File: config.mk
export PLATFORM = sky130hd
export DESIGN_NAME = ace_snoop_responder
export DESIGN_NICKNAME = d
export VERILOG_FILES = /design/src/rtl/ace_pkg.sv /design/src/rtl/ace_snoop_decision.sv /design/src/rtl/ace_snoop_responder.sv
export SDC_FILE = /design/constraint.sdc
export NUM_CORES = 1
export LEC_CHECK = 0
export ABC_AREA = 1
export CAP_MARGIN = 15
export CORE_MARGIN = 3
export CORE_UTILIZATION = 38
export DETAILED_ROUTE_END_ITERATION = 10
export MAX_ROUTING_LAYER = met4
export PLACE_DENSITY = 0.93
export SLEW_MARGIN = 20
export SYNTH_ARGS = -nofsm -noshare
export SYNTH_HDL_FRONTEND = slang
export SYNTH_HIERARCHICAL = 1
export SYNTH_SLANG_ARGS = --single-unit
export TNS_END_PERCENT = 10
File: constraint.sdc
create_clock -name clk_i -period 1.6 [get_ports clk_i]
set_clock_uncertainty 0.2 [all_clocks]
set_input_delay 0.24 -clock clk_i [delete_from_list [all_inputs] [get_ports clk_i]]
set_output_delay 0.24 -clock clk_i [all_outputs]
set_load 0.01 [all_outputs]
File: src/rtl/ace_pkg.sv
// ACE snoop-channel types shared by the snoop responder and its decision logic.
package ace_pkg;

   localparam int unsigned AceAddrWidth = 64;
   localparam int unsigned AceDataWidth = 64;

   // Bit positions of the CR response fields inside cr_resp_t.
   localparam int unsigned CrDataTransfer = 0;
   localparam int unsigned CrError        = 1;
   localparam int unsigned CrPassDirty    = 2;
   localparam int unsigned CrIsShared     = 3;
   localparam int unsigned CrWasUnique    = 4;

   typedef enum logic [3:0] {
      SNP_READ_ONCE          = 4'b0000,
      SNP_READ_SHARED        = 4'b0001,
      SNP_READ_CLEAN         = 4'b0010,
      SNP_READ_NOT_SHR_DIRTY = 4'b0011,
      SNP_READ_UNIQUE        = 4'b0111,
      SNP_CLEAN_SHARED       = 4'b1000,
      SNP_CLEAN_INVALID      = 4'b1001,
      SNP_MAKE_INVALID       = 4'b1101
   } ac_snoop_e;

   typedef struct packed {
      logic WasUnique;
      logic IsShared;
      logic PassDirty;
      logic Error;
      logic DataTransfer;
   } cr_resp_t;

   typedef struct packed {
      logic is_unique;
      logic dirty;
      logic valid;
   } cache_state_t;

   typedef struct packed {
      logic [AceAddrWidth-1:0] addr;
      logic [3:0]              snoop;
      logic [2:0]              prot;
   } ac_chan_t;

   typedef struct packed {
      logic [AceDataWidth-1:0] data;
      logic                    last;
   } cd_chan_t;

   typedef struct packed {
      logic     ac_valid;
      ac_chan_t ac;
      logic     cr_ready;
      logic     cd_ready;
   } ace_snoop_req_t;

   typedef struct packed {
      logic     ac_ready;
      logic     cr_valid;
      cr_resp_t cr_resp;
      logic     cd_valid;
      cd_chan_t cd;
   } ace_snoop_resp_t;

   typedef enum logic [2:0] {
      ST_IDLE,
      ST_LOOKUP,
      ST_RESP,
      ST_DATA,
      ST_UPDATE
   } snp_state_e;

endpackage

File: src/rtl/ace_snoop_decision.sv
// Combinational snoop response table: CR bits, next line state, write-back need.
module ace_snoop_decision
   import ace_pkg::*;
(
   input  logic [3:0]   snoop_i,
   input  cache_state_t state_i,
   input  logic         err_i,
   output cr_resp_t     cr_o,
   output cache_state_t new_state_o,
   output logic         upd_o
);

   // Table lookup; a miss or an unknown code leaves CR clear and the line untouched.
   always_comb begin
      cr_o        = '0;
      new_state_o = state_i;
      if (state_i.valid) begin
         cr_o.WasUnique = state_i.is_unique;
         case (snoop_i)
            SNP_READ_ONCE: begin
               cr_o.DataTransfer = 1'b1;
               cr_o.IsShared     = 1'b1;
            end
            SNP_READ_SHARED, SNP_READ_CLEAN, SNP_READ_NOT_SHR_DIRTY: begin
               cr_o.DataTransfer = 1'b1;
               cr_o.IsShared     = 1'b1;
               cr_o.PassDirty    = state_i.dirty;
               new_state_o       = cache_state_t'(3'b001);
            end
            SNP_READ_UNIQUE: begin
               cr_o.DataTransfer = 1'b1;
               cr_o.PassDirty    = state_i.dirty;
               new_state_o       = '0;
            end
            SNP_CLEAN_INVALID: begin
               cr_o.DataTransfer = state_i.dirty;
               cr_o.PassDirty    = state_i.dirty;
               new_state_o       = '0;
            end
            SNP_CLEAN_SHARED: begin
               cr_o.DataTransfer = state_i.dirty;
               cr_o.PassDirty    = state_i.dirty;
               cr_o.IsShared     = 1'b1;
               new_state_o       = cache_state_t'({state_i.is_unique, 2'b01});
            end
            SNP_MAKE_INVALID: begin
               new_state_o = '0;
            end
            default: begin
               cr_o = '0;
            end
         endcase
      end
      cr_o.Error = err_i;
      // An errored lookup never writes the line state back.
      upd_o = !err_i && (new_state_o != state_i);
   end

endmodule

File: src/rtl/ace_snoop_responder.sv
// Cache-side ACE snoop responder: AC accept, tag lookup, CR answer, CD line
// stream, state write-back. One snoop in flight at a time.
// Optional feature macro: ACE_SNOOP_RESP_ERR_EN adds lkp_err_i; an errored
// lookup sets CR.Error, zeroes CD data and suppresses the state update.
//
// Handshake rule: every *_valid below is a register, raised without looking at
// its ready, held with its payload until valid&&ready at a rising edge, then
// dropped. The DATA state alone is a combinational pass-through between the
// array beat stream and CD.
module ace_snoop_responder
   import ace_pkg::*;
#(
   parameter type         snoop_req_t  = ace_snoop_req_t,
   parameter type         snoop_resp_t = ace_snoop_resp_t,
   parameter int unsigned AddrWidth    = 64,
   parameter int unsigned DataWidth    = 64,
   parameter int unsigned LineBytes    = 64
) (
   input  logic                 clk_i,
   input  logic                 rst_i,
   input  snoop_req_t           snoop_req_i,
   output snoop_resp_t          snoop_resp_o,
   output logic                 lkp_valid_o,
   input  logic                 lkp_ready_i,
   output logic [AddrWidth-1:0] lkp_addr_o,
   input  logic                 lkp_rvalid_i,
   input  logic [2:0]           lkp_state_i,
   output logic                 dat_req_valid_o,
   input  logic                 dat_req_ready_i,
   input  logic                 dat_valid_i,
   output logic                 dat_ready_o,
   input  logic [DataWidth-1:0] dat_data_i,
   output logic                 upd_valid_o,
   input  logic                 upd_ready_i,
   output logic [2:0]           upd_state_o
`ifdef ACE_SNOOP_RESP_ERR_EN
   ,
   input  logic                 lkp_err_i
`endif
);

   localparam int unsigned Beats = LineBytes * 8 / DataWidth;
   localparam int unsigned BeatW = (Beats > 1) ? $clog2(Beats) : 1;
   localparam int unsigned OffW  = $clog2(LineBytes);

   snp_state_e             state_q;
   logic [AddrWidth-1:0]   addr_q;
   logic [3:0]             snoop_q;
   cr_resp_t               cr_q;
   cache_state_t           new_state_q;
   logic                   upd_q, err_q;
   logic                   lkp_valid_q, cr_valid_q, dreq_valid_q, upd_valid_q;
   logic [BeatW-1:0]       beat_q;

   cr_resp_t               dec_cr;
   cache_state_t           dec_state;
   logic                   dec_upd;
   logic                   lkp_err;
   logic                   cr_done, dreq_done, beat_last;
   logic                   unused_req_bits;

`ifdef ACE_SNOOP_RESP_ERR_EN
   assign lkp_err = lkp_err_i;
`else
   assign lkp_err = 1'b0;
`endif

   ace_snoop_decision u_decision (
      .snoop_i     (snoop_q),
      .state_i     (cache_state_t'(lkp_state_i)),
      .err_i       (lkp_err),
      .cr_o        (dec_cr),
      .new_state_o (dec_state),
      .upd_o       (dec_upd)
   );

   assign cr_done   = !cr_valid_q || snoop_req_i.cr_ready;
   assign dreq_done = !dreq_valid_q || dat_req_ready_i;
   assign beat_last = (beat_q == BeatW'(Beats - 1));
   assign unused_req_bits = ^{snoop_req_i.ac.prot, snoop_req_i.ac.addr[OffW-1:0]};

   // Snoop sequencing FSM with all handshake valids registered here.
   always_ff @(posedge clk_i) begin
      if (rst_i) begin
         state_q      <= ST_IDLE;
         addr_q       <= '0;
         snoop_q      <= '0;
         cr_q         <= '0;
         new_state_q  <= '0;
         upd_q        <= 1'b0;
         err_q        <= 1'b0;
         lkp_valid_q  <= 1'b0;
         cr_valid_q   <= 1'b0;
         dreq_valid_q <= 1'b0;
         upd_valid_q  <= 1'b0;
         beat_q       <= '0;
      end else begin
         case (state_q)
            ST_IDLE: begin
               if (snoop_req_i.ac_valid) begin
                  addr_q      <= {snoop_req_i.ac.addr[AddrWidth-1:OffW], {OffW{1'b0}}};
                  snoop_q     <= snoop_req_i.ac.snoop;
                  lkp_valid_q <= 1'b1;
                  state_q     <= ST_LOOKUP;
               end
            end
            ST_LOOKUP: begin
               if (lkp_valid_q) begin
                  if (lkp_ready_i) lkp_valid_q <= 1'b0;
               end else if (lkp_rvalid_i) begin
                  cr_q         <= dec_cr;
                  new_state_q  <= dec_state;
                  upd_q        <= dec_upd;
                  err_q        <= lkp_err;
                  cr_valid_q   <= 1'b1;
                  dreq_valid_q <= dec_cr.DataTransfer;
                  state_q      <= ST_RESP;
               end
            end
            ST_RESP: begin
               if (cr_valid_q && snoop_req_i.cr_ready) cr_valid_q <= 1'b0;
               if (dreq_valid_q && dat_req_ready_i) dreq_valid_q <= 1'b0;
               if (cr_done && dreq_done) begin
                  if (cr_q.DataTransfer) begin
                     beat_q  <= '0;
                     state_q <= ST_DATA;
                  end else if (upd_q) begin
                     upd_valid_q <= 1'b1;
                     state_q     <= ST_UPDATE;
                  end else begin
                     state_q <= ST_IDLE;
                  end
               end
            end
            ST_DATA: begin
               if (dat_valid_i && snoop_req_i.cd_ready) begin
                  beat_q <= beat_q + BeatW'(1);
                  if (beat_last) begin
                     if (upd_q) begin
                        upd_valid_q <= 1'b1;
                        state_q     <= ST_UPDATE;
                     end else begin
                        state_q <= ST_IDLE;
                     end
                  end
               end
            end
            ST_UPDATE: begin
               if (upd_ready_i) begin
                  upd_valid_q <= 1'b0;
                  state_q     <= ST_IDLE;
               end
            end
            default: state_q <= ST_IDLE;
         endcase
      end
   end

   // Output assembly; CD mirrors the array stream only while in DATA.
   always_comb begin
      snoop_resp_o          = '0;
      snoop_resp_o.ac_ready = (state_q == ST_IDLE);
      snoop_resp_o.cr_valid = cr_valid_q;
      snoop_resp_o.cr_resp  = cr_q;
      if (state_q == ST_DATA) begin
         snoop_resp_o.cd_valid = dat_valid_i;
         snoop_resp_o.cd.data  = err_q ? '0 : AceDataWidth'(dat_data_i);
         snoop_resp_o.cd.last  = beat_last;
      end
   end

   assign dat_ready_o     = (state_q == ST_DATA) && snoop_req_i.cd_ready;
   assign lkp_valid_o     = lkp_valid_q;
   assign lkp_addr_o      = addr_q;
   assign dat_req_valid_o = dreq_valid_q;
   assign upd_valid_o     = upd_valid_q;
   assign upd_state_o     = new_state_q;

endmodule

==> After elaboration in Yosys (flattened, before gate mapping) <==
Cells that the tools add are included.
{ "op_classes": {"magnitude_cmp": 0, "eq_ne": 24, "n_mux": 41, "n_div": 0, "addsub": 1, "n_bitwise": 1, "shifts": 0, "mul": 0, "reduce_logical": 30} }
{ "op_table": {"columns": ["cell", "n"], "rows": [
  ["66-bit 2-to-1 mux", 1],
  ["3-bit 2-to-1 mux", 13],
  ["2-bit inequality test, second input constant", 11],
  ["1-bit 2-to-1 mux", 18],
  ["3-bit case mux with 5 select lines", 1],
  ["4-bit equality test, second input constant", 3],
  ["4-bit AND reduction", 3],
  ["5-bit OR reduction", 2],
  ["3-bit case mux with 3 select lines", 1],
  ["4-bit by 2-bit equality test with 1-bit output, second input constant", 2],
  ["1-bit case mux with 2 select lines", 4],
  ["8-bit OR reduction", 1],
  ["7-bit AND reduction", 1],
  ["3-bit by 2-bit equality test with 1-bit output, second input constant", 2],
  ["3-bit equality test, second input constant", 2],
  ["3-bit case mux with 2 select lines", 1],
  ["6-bit AND reduction", 1],
  ["2-bit nonzero test", 3],
  ["3-bit OR reduction", 2],
  ["6-bit OR reduction", 1],
  ["1-bit logical AND", 5],
  ["5-bit 2-to-1 mux", 1],
  ["4-bit by 1-bit equality test with 1-bit output, second input constant", 1],
  ["4-bit by 3-bit equality test with 1-bit output, second input constant", 1],
  ["13 further kinds", 16]
]} }
{ "word_totals": {"mem_bits_rw": 0, "mem_bits_ro": 0, "reg_bits": 80, "inputBits": 148, "output_inout_bits": 144, "mem_count": 0, "latchBits": 0, "word_cells": 113} }

==> Depth between registers and ports, before layout <==
Gate-level depths: netlist of run 1.
{ "depth": {"ltp_word": 7, "ltp_mapped": 10, "ltp_nobuf": 10} }

==> Modules after synthesis <==
Netlist of run 1, hierarchy kept.
{ "by_module_without_submodules": {"columns": ["module", "area_each_um2", "cells_per_inst", "seq_area_each_um2", "instances"], "rows": [
  ["ace_snoop_responder", 4494.3, 563, 1621.6, 1],
  ["ace_snoop_decision", 220.2, 42, 0.0, 1]
]} }

==> Least setup slack after synthesis of run 1 <==
No wires, ideal clock.
{ "synth_timing": {"path_type": "reg2out", "from": "reg state_q[0]", "to": "out snoop_resp_o[27] in the netlist's numbering", "slack_ps": -6, "path_stages_with_launch": 8, "arrival_time_ps": 1166, "path_buffers": 3, "required_ps": 1160, "path_cell_list": "dfxtp_1 buf_6 nand2_1 nor2_4 inv_2 buf_2 buf_6 nor2_1"} }
{ "synth_rtl": {"columns": ["item", "line_no", "rtl"], "rows": [
  ["from (decl)", "ace_snoop_responder.sv:46", "snp_state_e state_q;"],
  ["from (signal assigned)", "ace_snoop_responder.sv:85", "state_q <= ST_IDLE;"],
  ["from (signal assigned)", "ace_snoop_responder.sv:104", "state_q <= ST_LOOKUP;"],
  ["from (signal assigned)", "ace_snoop_responder.sv:117", "state_q <= ST_RESP;"],
  ["to (decl)", "ace_snoop_responder.sv:22", "output snoop_resp_t snoop_resp_o,"]
]} }

==> results of run 1 <==
## stage by stage
stage / total power [uW] / utilization [%] / setup WS, ps / area, sq um / TNS [ps]
2_1_floorplan: 5280 / - / -5.65 / 4740 / -170
3_3_place_gp: 6760 / 62.5 / -390 / 7530 / -15520
3_5_place_dp: 6830 / 62.5 / -373 / 7530 / -16780
4_1_cts: 8650 / 62.6 / -190 / 7550 / -11180
5_1_grt: 9090 / 62.7 / -263 / 7570 / -18800
6_report: 8560 / 62.7 / -162 / 7570 / -9220
## final cells by class
type / count / area, sq um
flip-flops and latches: 81 / 1630
well taps: 168 / 210
inverters: 96 / 363
clock buffers: 10 / 239
clock inverters: 6 / 58.8
fillers: 1008 / 4490
multi-input cells: 389 / 2390
repair buffers: 301 / 2680
## what timing repair did
item,in CTS,in global routing
endpoints found under the setup margin,181,141
cloned,1,0
endpoints found under the hold margin,0,0
buffers inserted,1,0
resized for setup,377,8
pin swaps,3,2
## registers in the layout, indices dropped and copies added, names as in the netlist
register,flops
upd_state_o,3
lkp_addr_o,58
snoop_q,4
snoop_resp_o,5
state_q,3
upd_q,1
dat_req_valid_o,1
lkp_valid_o,1
cr_valid_q,1
upd_valid_o,1
beat_q,3
## path summary, 6_finish.rpt
check | endpoint | slack [ps] | cells past startpoint
min reg2reg | lkp_addr_o[13] | 270 | 2
min | lkp_addr_o[10] | 10 | 2
max | snoop_resp_o[20] | -160 | 6
max reg2reg | state_q[0] | -30 | 10
## critical path, cell delays in order, from the launching register on
cell and delay, ps:
dfxtp_2 330, nand2_2 60, nor2_4 120, inv_4 80
buf_12 160, nor2_1 90, buf_2 140
## kinds of logic after synthesis
logic type                 synth area share, %
other                                   0.0795
buffers and inverters                     17.3
AOI/OAI and AO/OA                         14.3
adders and majority gates                0.531
and+or+nand+nor                           33.5
DFF                                       34.4
## Yosys cell counts (all sizes together)
| library cell | count | area, sq um |
|---|---|---|
| o21ai | 11 | 55.1 |
| ha | 2 | 25.0 |
| nor2 | 108 | 445 |
| nor3 | 4 | 25.0 |
| inv | 96 | 360 |
| clkbuf | 11 | 81.3 |
| conb | 1 | 3.75 |
| buf | 34 | 364 |
| nand4 | 1 | 6.26 |
| a221oi | 1 | 8.76 |
| a31oi | 2 | 12.5 |
| nand2 | 105 | 417 |
| a21boi | 1 | 11.3 |
| a21oi | 71 | 577 |
| dlygate4sd1 | 1 | 8.76 |
| nand3b | 1 | 7.51 |
| o211ai | 1 | 7.51 |
| dfxtp | 81 | 1620 |
| nand3 | 72 | 671 |
| or2 | 1 | 6.26 |
## cells in the final DEF, fill, tap and decap left out, drive strengths merged
cell           count
a21boi             1
a21oi             71
a221oi             1
a31oi              2
buf               95
clkbuf            10
clkdlybuf4s50    136
clkinv             2
clkinvlp           1
conb               8
dfxtp             81
dlygate4sd2       70
ha                 2
inv               99
nand2            105
nand3             72
nand3b             1
nand4              1
nor2             108
nor3               4
o211ai             1
o21ai             11
or2                1
## report_power, final
group | internal [uW] | total, uW | switching, uW
logic | 1700 | 3890 | 2190
registers | 2420 | 2640 | 217
clock network | 1130 | 2030 | 902
total | 5260 | 8560 | 3310
## routing by layer
metal / share of wire [%] / global-route usage [%]
met1: 39 / 24.4
met2: 52 / 39.7
met3: 6.5 / 5.74
met4: 1.7 / 7.26
met5: 0 / -
==> flow_metrics.env, run 1 <==
export IMPL_status="finished, violations left"
export IMPL_failed_checks="negative setup slack"
export IMPL_hpwl_mm=11.8
export IMPL_cap_violations=0
export IMPL_grt_pass1_vias=4759
export IMPL_drc=0
export IMPL_grt_max_degree=58
export IMPL_powerDensity_nw_per_um2=1130
export IMPL_final_nets=1028
export IMPL_setup_slack_ps=-162
export IMPL_clock_insertion_delay_worst_skew_ps=330
export IMPL_die_h_microns=117
export IMPL_hold_class="in2reg"
export IMPL_row_count=40
export IMPL_cts_hold_repair_buffers=0
export IMPL_crit_arrival_ps=1320
export IMPL_ctsLongestPathBuffers=2
export IMPL_firstDrtPassIters=5
export IMPL_cp_startpoint="state_q[0]"
export IMPL_timing_fmax_ghz=0.568
export IMPL_layout_drive_gt1_share_pct=32.0
export IMPL_root_buffer="clkbuf_16"
export IMPL_wirelength_mm=15.4
export IMPL_ys_seq_area_share_pct=34.4
export IMPL_cts_htree_levels=3
export IMPL_start_util_pct=39.1
export IMPL_dp_cells=1033
export IMPL_syn_avg_cell_area_sq_um=7.79
export IMPL_final_cells=1051
export IMPL_drt_iter0_drc=166
export IMPL_antenna_cells=0
export IMPL_ir_drop_v=0.000713
export IMPL_hp_start="rst_i"
export IMPL_finalMaxSlewViolations=0
export IMPL_synth_cell_types=32
export IMPL_vias_per_cell=4.51
export IMPL_critical_path_startpoint_type="flop"
export IMPL_synth_seq_cells=81
export IMPL_core_sq_um=12100
export IMPL_syn_area_sq_um=4710
export IMPL_rsz0062_at_grt="yes"
export IMPL_die_w_microns=117
export IMPL_crit_fanout=24
export IMPL_grt_total_usage_pct=22.3
export IMPL_clock_sinks=81
export IMPL_antenna_found_initial=0
export IMPL_cts_buffers=9
export IMPL_crit_reg2reg_launch="beat_q[1]"
export IMPL_cts_tree="yes"
export IMPL_via_count=4745
export IMPL_clkTransAtPathRegs_ps=70
export IMPL_critPathKind="reg2out"
export IMPL_finalCritPeriodShare_pct=110
export IMPL_syn_to_final_growth_pct=60.5
export IMPL_period_minus_slack_ps=1760
export IMPL_ant_nets=0
export IMPL_worst_hold_slack_ps=13.6
export IMPL_power_leakage_uw=0.00365
export IMPL_hold_viol_final=0
export IMPL_pin_count=292
export IMPL_end_kind="primary output"
export IMPL_port_buffers=276
export IMPL_cp_required_ps=1160
export IMPL_grt_ovfl_total=0
export IMPL_place_congestion=0.861
export IMPL_grt_pass1_wl_mm=24.4
export IMPL_ys_warn_count=6
export IMPL_synth_cells=605
export IMPL_finalSetupViolCount=74
export IMPL_die_area_sq_um=13800
export IMPL_wire_per_inst_microns=14.7
No activity file was read; power rests on OpenSTA's default activity.
==> inputs of run 2 (changes only) <==
--- a/config.mk
+++ b/config.mk
@@ -12,6 +12,7 @@
 export DETAILED_ROUTE_END_ITERATION = 10
 export MAX_ROUTING_LAYER = met4
 export PLACE_DENSITY = 0.93
+export RECOVER_POWER = 50
 export SLEW_MARGIN = 20
 export SYNTH_ARGS = -nofsm -noshare
 export SYNTH_HDL_FRONTEND = slang
==> results of run 2 <==
Same layout as run 1: the final DEF is identical, and so are final timing and power.
==> inputs of run 3 (changes only) <==
--- a/config.mk
+++ b/config.mk
@@ -11,7 +11,7 @@
 export CORE_UTILIZATION = 38
 export DETAILED_ROUTE_END_ITERATION = 10
 export MAX_ROUTING_LAYER = met4
-export PLACE_DENSITY = 0.93
+export PLACE_DENSITY_LB_ADDON = 0.12
 export RECOVER_POWER = 50
 export SLEW_MARGIN = 20
 export SYNTH_ARGS = -nofsm -noshare
==> flow_metrics.env, run 3 (synthesis results as in run 1) <==
export IMPL_status="finished, violations left"
export IMPL_failed_checks="negative setup slack"
export IMPL_row_count=40
export IMPL_critical_path_startpoint_type="flop"
export IMPL_ctsLongestPathBuffers=2
export IMPL_place_congestion=0.917
export IMPL_critPathBufInv=3
export IMPL_finalMaxSlewViolations=0
export IMPL_worst_path_max_delay_cell="dfxtp_2"
export IMPL_crit_arrival_ps=1380
export IMPL_pin_count=292
export IMPL_via_count=4807
export IMPL_power_leakage_uw=0.00366
export IMPL_port_buffers=276
export IMPL_wire_per_inst_microns=15.4
export IMPL_finalCritPeriodShare_pct=114
export IMPL_layout_drive_gt1_share_pct=32.2
export IMPL_cp_required_ps=1160
export IMPL_clock_sinks=81
export IMPL_ir_drop_v=0.000715
export IMPL_core_sq_um=12100
export IMPL_grt_max_degree=39
export IMPL_wirelength_mm=16.3
export IMPL_clock_insertion_delay_worst_skew_ps=330
export IMPL_rsz0062_at_grt="yes"
export IMPL_drc=0
export IMPL_firstDrtPassIters=4
export IMPL_final_common_cell="clkdlybuf4s50_1"
export IMPL_largest_reg_flops=58
export IMPL_final_nets=1034
export IMPL_cap_violations=0
export IMPL_grt_total_usage_pct=23.6
export IMPL_setup_slack_ps=-221
export IMPL_die_area_sq_um=13800
export IMPL_slowest_delay_ps=330
export IMPL_die_w_microns=117
export IMPL_start_util_pct=39.1
export IMPL_syn_to_final_growth_pct=60.9
export IMPL_period_minus_slack_ps=1820
export IMPL_cts_buffers=9
export IMPL_hold_viol_final=0
export IMPL_vias_per_cell=4.54
export IMPL_drt_iter0_drc=190
export IMPL_final_cell_mix="clkdlybuf4s50_1 (136), nand2_1 (97), inv_1 (89)"
export IMPL_crit_fanout=12
export IMPL_timing_fmax_ghz=0.549
export IMPL_cts_htree_levels=3
export IMPL_die_h_microns=117
export IMPL_hpwl_mm=12.2
export IMPL_ant_nets=0
export IMPL_end_kind="primary output"
export IMPL_grt_pass1_wl_mm=26.0
export IMPL_antenna_found_initial=1
export IMPL_clkTransAtPathRegs_ps=60
export IMPL_hold_class="in2reg"
export IMPL_path_cells="nand2_2 > nor2_4 > inv_6 > clkbuf_16 > nor2_2 > buf_2"
export IMPL_finalCoreUtilization_pct=62.9
export IMPL_critPathTopFamily="buffers and inverters"
export IMPL_power_uw=8530
export IMPL_finalSetupViolCount=110
export IMPL_root_buffer="clkbuf_16"
export IMPL_cts_tree="yes"
export IMPL_critPathKind="reg2out"
export IMPL_grt_pass1_vias=4988
export IMPL_grt_ovfl_total=0
export IMPL_powerDensity_nw_per_um2=1120
run 3: cell types whose count changed in the layout (fill, tap and decap cells not counted), sizes merged:
cell / delta
buf: +2
clkbuf: +6
clkinv: -1
clkinvlp: +1
diode: +1
dlygate4sd2: +1
dlygate4sd3: +1
inv: -4
run 3: final timing paths:
path | start | end | slack (ps) | cells past startpoint
worst min register to register | lkp_addr_o[14] | lkp_addr_o[14] | 260 | 2
worst max register to register | beat_q[1] | state_q[0] | -90 | 10
worst min-delay path | snoop_req_i[73] | lkp_addr_o[20] | 60 | 3
worst max-delay path | state_q[0] | snoop_resp_o[50] | -220 | 6
run 3: tightest hold or removal path: stages:
cell and delay [ps]:
buf_4 170, nand3_2 90, a21oi_2 40
run 3: timing repair:
item | 4_1_cts | 5_1_grt
cloned | 1 | 1
endpoints found under the hold margin | 1 | 0
pin swaps | 5 | 1
hold buffers | 1 | 0
setup endpoints to repair | 197 | 143
setup buffers | 0 | 0
gates resized for setup | 361 | 15
run 3: stage by stage:
step / instance area, sq um / worst slack (ps) / instances / TNS [ps] / hold slack [ps]
after global placement: 7560 / -408 / 1038 / -18440 / 252
after floorplan: 4740 / -5.65 / 612 / -170 / 151
after detailed placement: 7560 / -370 / 1038 / -20710 / 257
after global routing: 7590 / -289 / 1058 / -22930 / 57.4
final: 7590 / -221 / 1058 / -12700 / 55.1
after CTS: 7520 / -292 / 1056 / -14260 / 43.9
run 3: report_power, final:
| part | leakage (uW) | internal (uW) | total (uW) | switching, uW |
|---|---|---|---|---|
| sequential | 0.000665 | 2430 | 2650 | 219 |
| clock | 0.000133 | 1140 | 1930 | 798 |
| combinational | 0.00287 | 1730 | 3950 | 2210 |
run 3: routing by layer:
layer	share of wire, %	GRT usage [%]	up-vias
met1	41	26.7	2185
met3	6.6	6.70	28
met2	50	40.0	178
li1	-	-	2416
met5	0	-	-
met4	2.5	7.99	0
run 3: cell type report:
type | instances | area [sq um]
clock inverters | 2 | 12.5
clock buffers | 14 | 264
flip-flops and latches | 81 | 1630
multi-input cells | 389 | 2390
fillers | 1139 | 4480
repair buffers | 307 | 2710
inverters | 96 | 372
diodes | 1 | 2.50
well taps | 168 | 210
